$ cat src/rtl/pipe_reg_skid_pkg.sv
// Shared types for the skid-buffered pipeline stage register.
// State encodings and occupancy decode used by the top and the bench.
package pipe_reg_skid_pkg;

    typedef enum logic [1:0] {
        ST_EMPTY = 2'b00,
        ST_BUSY  = 2'b01,
        ST_FULL  = 2'b10
    } state_e;

    localparam int STATE_W = 2;

    function automatic logic [1:0] occ_of(input state_e s);
        logic [1:0] occ;
        occ = 2'd0;
        unique case (s)
            ST_BUSY: occ = 2'd1;
            ST_FULL: occ = 2'd2;
            default: occ = 2'd0;
        endcase
        return occ;
    endfunction

endpackage

$ cat src/rtl/pipe_reg_skid_dffe_bank.sv
// Enable register bank with synchronous reset.
// The active clock edge is chosen at elaboration time.
module dffe_bank #(
    parameter int               WIDTH     = 1,
    parameter bit               NEG_EDGE  = 1'b0,
    parameter logic [WIDTH-1:0] RESET_VAL = '0
) (
    input  logic             clk_i,
    input  logic             rst_i,
    input  logic             en_i,
    input  logic [WIDTH-1:0] d_i,
    output logic [WIDTH-1:0] q_o
);

    generate
        if (NEG_EDGE) begin : g_neg
            always_ff @(negedge clk_i) begin
                if (rst_i) begin
                    q_o <= RESET_VAL;
                end else if (en_i) begin
                    q_o <= d_i;
                end
            end
        end else begin : g_pos
            always_ff @(posedge clk_i) begin
                if (rst_i) begin
                    q_o <= RESET_VAL;
                end else if (en_i) begin
                    q_o <= d_i;
                end
            end
        end
    endgenerate

endmodule

$ cat src/rtl/pipe_reg_skid.sv
// Pipeline stage register with valid/ready handshake and one skid entry.
// Handshake outputs come straight from the state flops.
module pipe_reg_skid
    import pipe_reg_skid_pkg::*;
#(
    parameter int WIDTH          = 32,
    parameter bit NEG_EDGE       = 1'b0,
    parameter bit CLEAR_ON_FLUSH = 1'b0
) (
    input  logic             clock,
    input  logic             ctrl_reset,
    input  logic             flush,
    input  logic             in_valid,
    output logic             in_ready,
    input  logic [WIDTH-1:0] in_data,
    output logic             out_valid,
    input  logic             out_ready,
    output logic [WIDTH-1:0] out_data,
    output logic [1:0]       occupancy
);

    state_e             state_q;
    state_e             state_d;
    logic [STATE_W-1:0] state_raw_q;
    logic [WIDTH-1:0]   main_q;
    logic [WIDTH-1:0]   main_d;
    logic [WIDTH-1:0]   skid_q;
    logic [WIDTH-1:0]   skid_d;
    logic               main_en;
    logic               skid_en;
    logic               main_from_skid;
    logic               push;
    logic               pop;
    logic               clear;

    assign state_q   = state_e'(state_raw_q);
    assign out_valid = (state_q != ST_EMPTY);
    assign in_ready  = (state_q != ST_FULL);
    assign occupancy = occ_of(state_q);
    assign out_data  = main_q;

    assign push  = in_valid & in_ready;
    assign pop   = out_valid & out_ready;
    assign clear = flush & CLEAR_ON_FLUSH;

    always_comb begin
        state_d        = state_q;
        main_en        = 1'b0;
        skid_en        = 1'b0;
        main_from_skid = 1'b0;
        unique case (state_q)
            ST_EMPTY: begin
                if (push) begin
                    state_d = ST_BUSY;
                    main_en = 1'b1;
                end
            end
            ST_BUSY: begin
                if (push && pop) begin
                    main_en = 1'b1;
                end else if (push) begin
                    state_d = ST_FULL;
                    skid_en = 1'b1;
                end else if (pop) begin
                    state_d = ST_EMPTY;
                end
            end
            ST_FULL: begin
                if (pop) begin
                    state_d        = ST_BUSY;
                    main_en        = 1'b1;
                    main_from_skid = 1'b1;
                end
            end
            default: state_d = ST_EMPTY;
        endcase
        // Flush overrides any push/pop; data regs only move when clearing.
        if (flush) begin
            state_d = ST_EMPTY;
            main_en = CLEAR_ON_FLUSH;
            skid_en = CLEAR_ON_FLUSH;
        end
    end

    assign main_d = clear ? '0 : (main_from_skid ? skid_q : in_data);
    assign skid_d = clear ? '0 : in_data;

    dffe_bank #(
        .WIDTH    (STATE_W),
        .NEG_EDGE (NEG_EDGE),
        .RESET_VAL(ST_EMPTY)
    ) u_state (
        .clk_i(clock),
        .rst_i(ctrl_reset),
        .en_i (1'b1),
        .d_i  (state_d),
        .q_o  (state_raw_q)
    );

    dffe_bank #(
        .WIDTH    (WIDTH),
        .NEG_EDGE (NEG_EDGE),
        .RESET_VAL('0)
    ) u_main (
        .clk_i(clock),
        .rst_i(ctrl_reset),
        .en_i (main_en),
        .d_i  (main_d),
        .q_o  (main_q)
    );

    dffe_bank #(
        .WIDTH    (WIDTH),
        .NEG_EDGE (NEG_EDGE),
        .RESET_VAL('0)
    ) u_skid (
        .clk_i(clock),
        .rst_i(ctrl_reset),
        .en_i (skid_en),
        .d_i  (skid_d),
        .q_o  (skid_q)
    );

endmodule

$ cat config.mk
export PLATFORM = sky130hd
export DESIGN_NAME = pipe_reg_skid
export DESIGN_NICKNAME = d
export VERILOG_FILES = /design/src/rtl/pipe_reg_skid_pkg.sv /design/src/rtl/pipe_reg_skid_dffe_bank.sv /design/src/rtl/pipe_reg_skid.sv
export SDC_FILE = /design/constraint.sdc
export NUM_CORES = 1
export LEC_CHECK = 0
export ABC_AREA = 1
export CAP_MARGIN = 20
export CORE_ASPECT_RATIO = 0.7
export CORE_MARGIN = 4
export CORE_UTILIZATION = 45
export DETAILED_ROUTE_END_ITERATION = 6
export PLACE_DENSITY_LB_ADDON = 0.05
export RECOVER_POWER = 100
export SLEW_MARGIN = 20
export SYNTH_ARGS = -nofsm -noshare
export SYNTH_HDL_FRONTEND = slang
export SYNTH_SLANG_ARGS = --single-unit
$ cat constraint.sdc
create_clock -name clock -period 1.51 [get_ports clock]
set_input_delay 0.2265 -clock clock [delete_from_list [all_inputs] [get_ports clock]]
set_output_delay 0.2265 -clock clock [all_outputs]
set_load 0.03 [all_outputs]
## Yosys cells after proc, flatten, opt, wreduce, memory -nomap -nowiden

Index checks and enable logic that the tools add are counted.

| word-level totals | value |
|---|---|
| output and inout bits | 36 |
| bits in read-only memories | 0 |
| memories kept | 0 |
| memory bits (writable) | 0 |
| register bits | 66 |
| bits in latches | 0 |
| input bits | 37 |
| word-level logic and storage cells | 34 |

| operators by class | value |
|---|---|
| multiplexer cells | 17 |
| shift operators | 0 |
| $add $sub $neg | 0 |
| bitwise operators | 2 |
| reductions and logical operators | 5 |
| multipliers | 0 |
| divide/modulo/power cells | 0 |
| magnitude comparators | 0 |
| equal/unequal tests | 7 |

Operators with widths:

| cell | number |
|---|---|
| two-way mux 32 bit | 1 |
| two-way mux 2 bit | 5 |
| two-way mux 1 bit | 8 |
| != test 2 bit (second input constant) | 4 |
| one-hot mux 2 bit (3 select lines) | 1 |
| one-hot mux 2 bit (2 select lines) | 1 |
| AND reduction 4 bit | 1 |
| != test 3 bit (second input constant) | 1 |
| one-hot mux 1 bit (3 select lines) | 1 |
| AND 1 bit | 2 |
| == test 2 x 1 -> 1 bit (second input constant) | 1 |
| == test 2 bit (second input constant) | 1 |
| zero test 2 bit | 1 |
| nonzero test 2 bit | 1 |
| OR reduction 2 bit | 1 |
| logical AND 1 bit | 1 |

## Depth between registers and ports, before layout

| logic depth | value |
|---|---|
| word-level depth | 6 |
| depth in mapped cells | 8 |
| mapped depth without buffers | 7 |

## Hierarchy

From an unflattened synthesis, not the netlist that was laid out.

| second synthesis, totals | value |
|---|---|
| cell total of the unflattened synthesis | 549 |
| area, all modules | 3,345.7 µm² |

Modules (own cells, without submodules):

| module | area an instance (µm²) | seq. area each (µm²) | cells each | instances |
|---|---|---|---|---|
| dffe_bank (u_main ...) | 1,338.8 | 640.6 | 203 | 2 |
| pipe_reg_skid | 586.8 | 0.0 | 130 | 1 |
| dffe_bank (u_state) | 81.3 | 40.0 | 13 | 1 |

## Worst setup path after synthesis

OpenSTA, ideal clock, no wires.

| timing path | value |
|---|---|
| kind | register -> register |
| from | register u_state.q_o[0] |
| to | register u_skid.q_o[10] |
| clock period less this slack | 1,310 ps |
| cell stages (with the launch flop) | 7 |
| setup time | 116 ps |
| arrival | 1,194 ps |
| path buffers | 1 |
| slack | 200 ps |
| path through | dfxtp_1 inv_2 nor2_4 nand3_2 clkbuf_1 o21ai_0 nor2_1 |

| on the way | value |
|---|---|
| longest elaborated chain between the ends | 6 |
| elaborated cells between the ends (all ways) | 10 |
| those cells by class | 2 x eq/ne; 4 x mux; 2 x bitwise; 2 x reduce/logical |

RTL lines:

| what | RTL line | RTL |
|---|---|---|
| start: declaration | pipe_reg_skid_dffe_bank.sv:12 | `output logic [WIDTH-1:0] q_o` |
| start signal: assignment | pipe_reg_skid_dffe_bank.sv:29 | `q_o <= d_i;` |
| != test 2 bit or nonzero test 2 bit (tied branches) | pipe_reg_skid.sv:38, pipe_reg_skid.sv:37 |  |
| AND 1 bit, on equally long branches | pipe_reg_skid.sv:42, pipe_reg_skid.sv:43 |  |
| two-way mux 1 bit or logical AND 1 bit (tied branches) | pipe_reg_skid.sv:61, pipe_reg_skid.sv:59 |  |
| two-way mux 1 bit | pipe_reg_skid.sv:59 | `if (push && pop) begin` |
| two-way mux 1 bit (*) | pipe_reg_skid.sv:51 | `unique case (state_q)` |
| two-way mux 1 bit (*) | pipe_reg_skid.sv:78 | `if (flush) begin` |
| end signal: assignment | pipe_reg_skid_dffe_bank.sv:29 |  |
| end: declaration | pipe_reg_skid_dffe_bank.sv:12 |  |

Mark *: on every way between the ends. The rest lies on a longest branch, timed or not.
A chain may end at the register's enable or synchronous reset.

## Worst setup path after layout

| timing path | value |
|---|---|
| from | register u_state.q_o[0] |
| to | output occupancy[1] |

| on the way | value |
|---|---|
| longest elaborated chain between the ends | 2 |
| elaborated cells between the ends (all ways) | 3 |
| those cells by class | 2 x eq/ne; 1 x mux |

RTL lines:

| what | RTL line | RTL |
|---|---|---|
| == test 2 bit or == test 2 x 1 -> 1 bit (tied branches) | pipe_reg_skid_pkg.sv:16 | `unique case (s)` |
| one-hot mux 2 bit (2 select lines) (*) | pipe_reg_skid_pkg.sv:16 |  |
| end: declaration | pipe_reg_skid.sv:19 | `output logic [1:0] occupancy` |

Marks and branches as above.

==> results.yml <==
clock_network:
  cts_inserted_buffers: 9
  cts.sinks: 66
  post-cts-setup-buffers: 0
  clkTransAtPathRegs_ns: 0.07
  cts-root-buf: "clkbuf_8"
  cts_tree: "built"
  htreeDepth: 3
  clock_path_buffers: 2
  clk_latency_ns: 0.34
sta:
  hold_viol_final: 0
  rsz0062_at_grt: "yes"
  tns_ns: 0
  slew_violations: 0
  worstMarginPinSlew_ns: 0.333
  fin_skew_ns: 0.00745
  hold_slack_ns: 0.487
  fmax_mhz: 699
  period_share_pct: 94.8
  setup_viol: 0
  max_slew_margin_pct: 77.9
  period_minus_slack_ns: 1.43
logic_synthesis:
  synth_most_common_cell: "nand2_1"
  netlist_area_mm2: 0.00307
  synth.net_count: 509
  avgSynthCellArea_um2: 6.50
  synth_commonest_cells: "134 x nand2_1, 130 x nor2_1, 66 x dfxtp_1"
  synth_async_sr_flop_share_pct: 0
  yosysSeqAreaShare_pct: 43.1
  synthTopCellsByArea: "dfxtp_1 43%, nand2_1 16%, nor2_1 16%"
  ys_ff_latch: 66
  synth_area_leader_cell: "dfxtp_1"
  synth-edff-count: 0
  netlist-cell-type-count: 19
  yosys_warnings: 0
  synth_flop_cell: "dfxtp_1"
  synth_top_area_share_pct: 43.1
  synthCells: 472
setup_path:
  cp-end-kind: "output pin"
  r2r-start: "u_state.q_o[0]"
  r2r_setup_slack_ns: 0.17
  regToRegEndpoint: "u_skid.q_o[0]"
  worst_ep_arrival_time_ns: 1.20
  crit_required_ns: 1.28
  reg2regPathDepth: 6
  crit_type: "reg -> out"
  worstSetupStartpointType: "register"
  crit_fanout: 33
die:
  die-area_mm2: 0.00822
  initial_core_util_pct: 47.7
  rows: 24
  io_pins: 73
  die_w_um: 107
  die_h_um: 77.1
  coreArea_mm2: 0.00643
placed_design:
  dp_hpwl_um: 5290
  port_buffers: 72
  place_area_mm2: 0.00390
  gp_congestion: 0.860
flow_run:
  maxCapViolCount: 0
power_and_ir_drop:
  p_leak_nw: 2.03
  netSwitchingPower_mw: 1.09
  irDropWorstVdd_v: 0.000629
  p_comb_share_pct: 15.9
  p_clk_share_pct: 39.4
  finalPower_mw: 4.15
  power_frac_seq_pct: 44.6
  netSwitchingFraction_pct: 26.4
  p_int_mw: 3.06
  power_density_mw_per_mm2: 1010
global_route:
  grt_pass1_wl_um: 13100
  antenna_found_initial: 0
  grt_use_total_pct: 19.7
  grt_pass1_vias: 2815
  grt_max_degree: 46
  grt-ovfl-total: 0
finish:
  drive_gt1_share_pct: 9.31
  syn_to_final_growth_pct: 33.7
  design_area_mm2: 0.00410
  antenna_cells: 0
  num-nets-final: 580
  fillers: 635
route:
  drc: 0
  routed_wl_um: 7840
  wl_per_cell_um: 12.3
  vias: 2966
  first_pass_iters: 4
  drtIter0Drc: 131
  ant_nets: 0
  vias_per_cell: 4.64
worst_hold_path:
  worstHoldPathCells: 2
  hold_class: "reg -> reg"
  whs_endpoint: "u_skid.q_o[3]"
  holdCritStartpoint: "u_skid.q_o[3]"
outcome:
  status: "finished clean"
state kept, by name, indices dropped and copies added (netlist names):
| name | flops |
|---|---|
| u_main.q_o | 32 |
| u_skid.q_o | 32 |
| u_state.q_o | 2 |
power groups by stage:
| stage | clock network (mW) | logic (mW) | registers (mW) |
|---|---|---|---|
| 4_1_cts | 1.67 | 0.666 | 1.85 |
| 5_1_grt | 1.77 | 0.728 | 1.86 |
| 2_1_floorplan | 0 | 0.285 | 2.01 |
| 3_3_place_gp | 0 | 0.697 | 1.89 |
| 6_report | 1.64 | 0.661 | 1.85 |
| 3_5_place_dp | 0 | 0.703 | 1.90 |
cell type report:
type | count | area [um^2] | area share, %
Clock buffer | 11 | 141 | 3.45
Clock inverter | 5 | 77.6 | 1.89
Inverter | 38 | 143 | 3.48
Multi-Input combinational cell | 339 | 1410 | 34.4
Sequential cell | 66 | 1320 | 32.3
Tap cell | 91 | 114 | 2.78
Timing Repair Buffer | 89 | 891 | 21.7
critical path, cell delays in order (launching register included):
cell and delay, ns:
dfxtp_1 0.35, nor2_4 0.16, buf_12 0.21, buf_8 0.14
how the worst max path moves through the flow:
stage / end / start / cells after the start
after floorplan: u_skid.q_o[10] / u_state.q_o[0] / 6
after global placement: u_main.q_o[8] / out_ready / 7
after detailed placement: u_skid.q_o[30] / out_ready / 6
after CTS: occupancy[1] / u_state.q_o[1] / 4
after global routing: occupancy[1] / u_state.q_o[0] / 3
final: occupancy[1] / u_state.q_o[0] / 3
per-layer routing:
layer	part of all wire (%)	global-route usage, %
met5	0	0
met1	47	26.4
met3	6.7	6.54
met2	45	30.5
met4	0.56	5.11
what timing repair did:
| action | 4_1_cts | 5_1_grt |
|---|---|---|
| gates resized for setup | 37 | 4 |
| hold buffers | 0 | 0 |
| setup endpoints to repair | 34 | 2 |
through the flow:
step,utilization [%],setup slack (ns),instances
floorplan,-,0.200,472
detailed placement,60.7,-0.0689,623
global route,63.8,-0.00644,639
global placement,60.7,-0.0246,623
finish,63.8,0.0790,639
CTS,63.7,0.00867,639
cells in the final DEF (no fill, tap or decap), types with 3 or more instances in the layout:
cell,count
nand2_1,134
nor2_1,130
dfxtp_1,65
clkdlybuf4s50_1,36
inv_1,33
nand3_1,33
o21ai_0,32
dlygate4sd2_1,32
buf_4,12
clkbuf_8,10
buf_12,7
inv_2,5
nor2_4,3
cells by family (layout without fill, tap and decap cells):
group,Yosys count,count (layout),synth area share (%)
AND/OR/NAND/NOR,306,306,40.4
AO/OA/AOI/OAI,33,33,5.63
buffers and inverters,67,143,10.9
flip-flops,66,66,43.1
No activity file was read; power rests on OpenSTA's default activity.
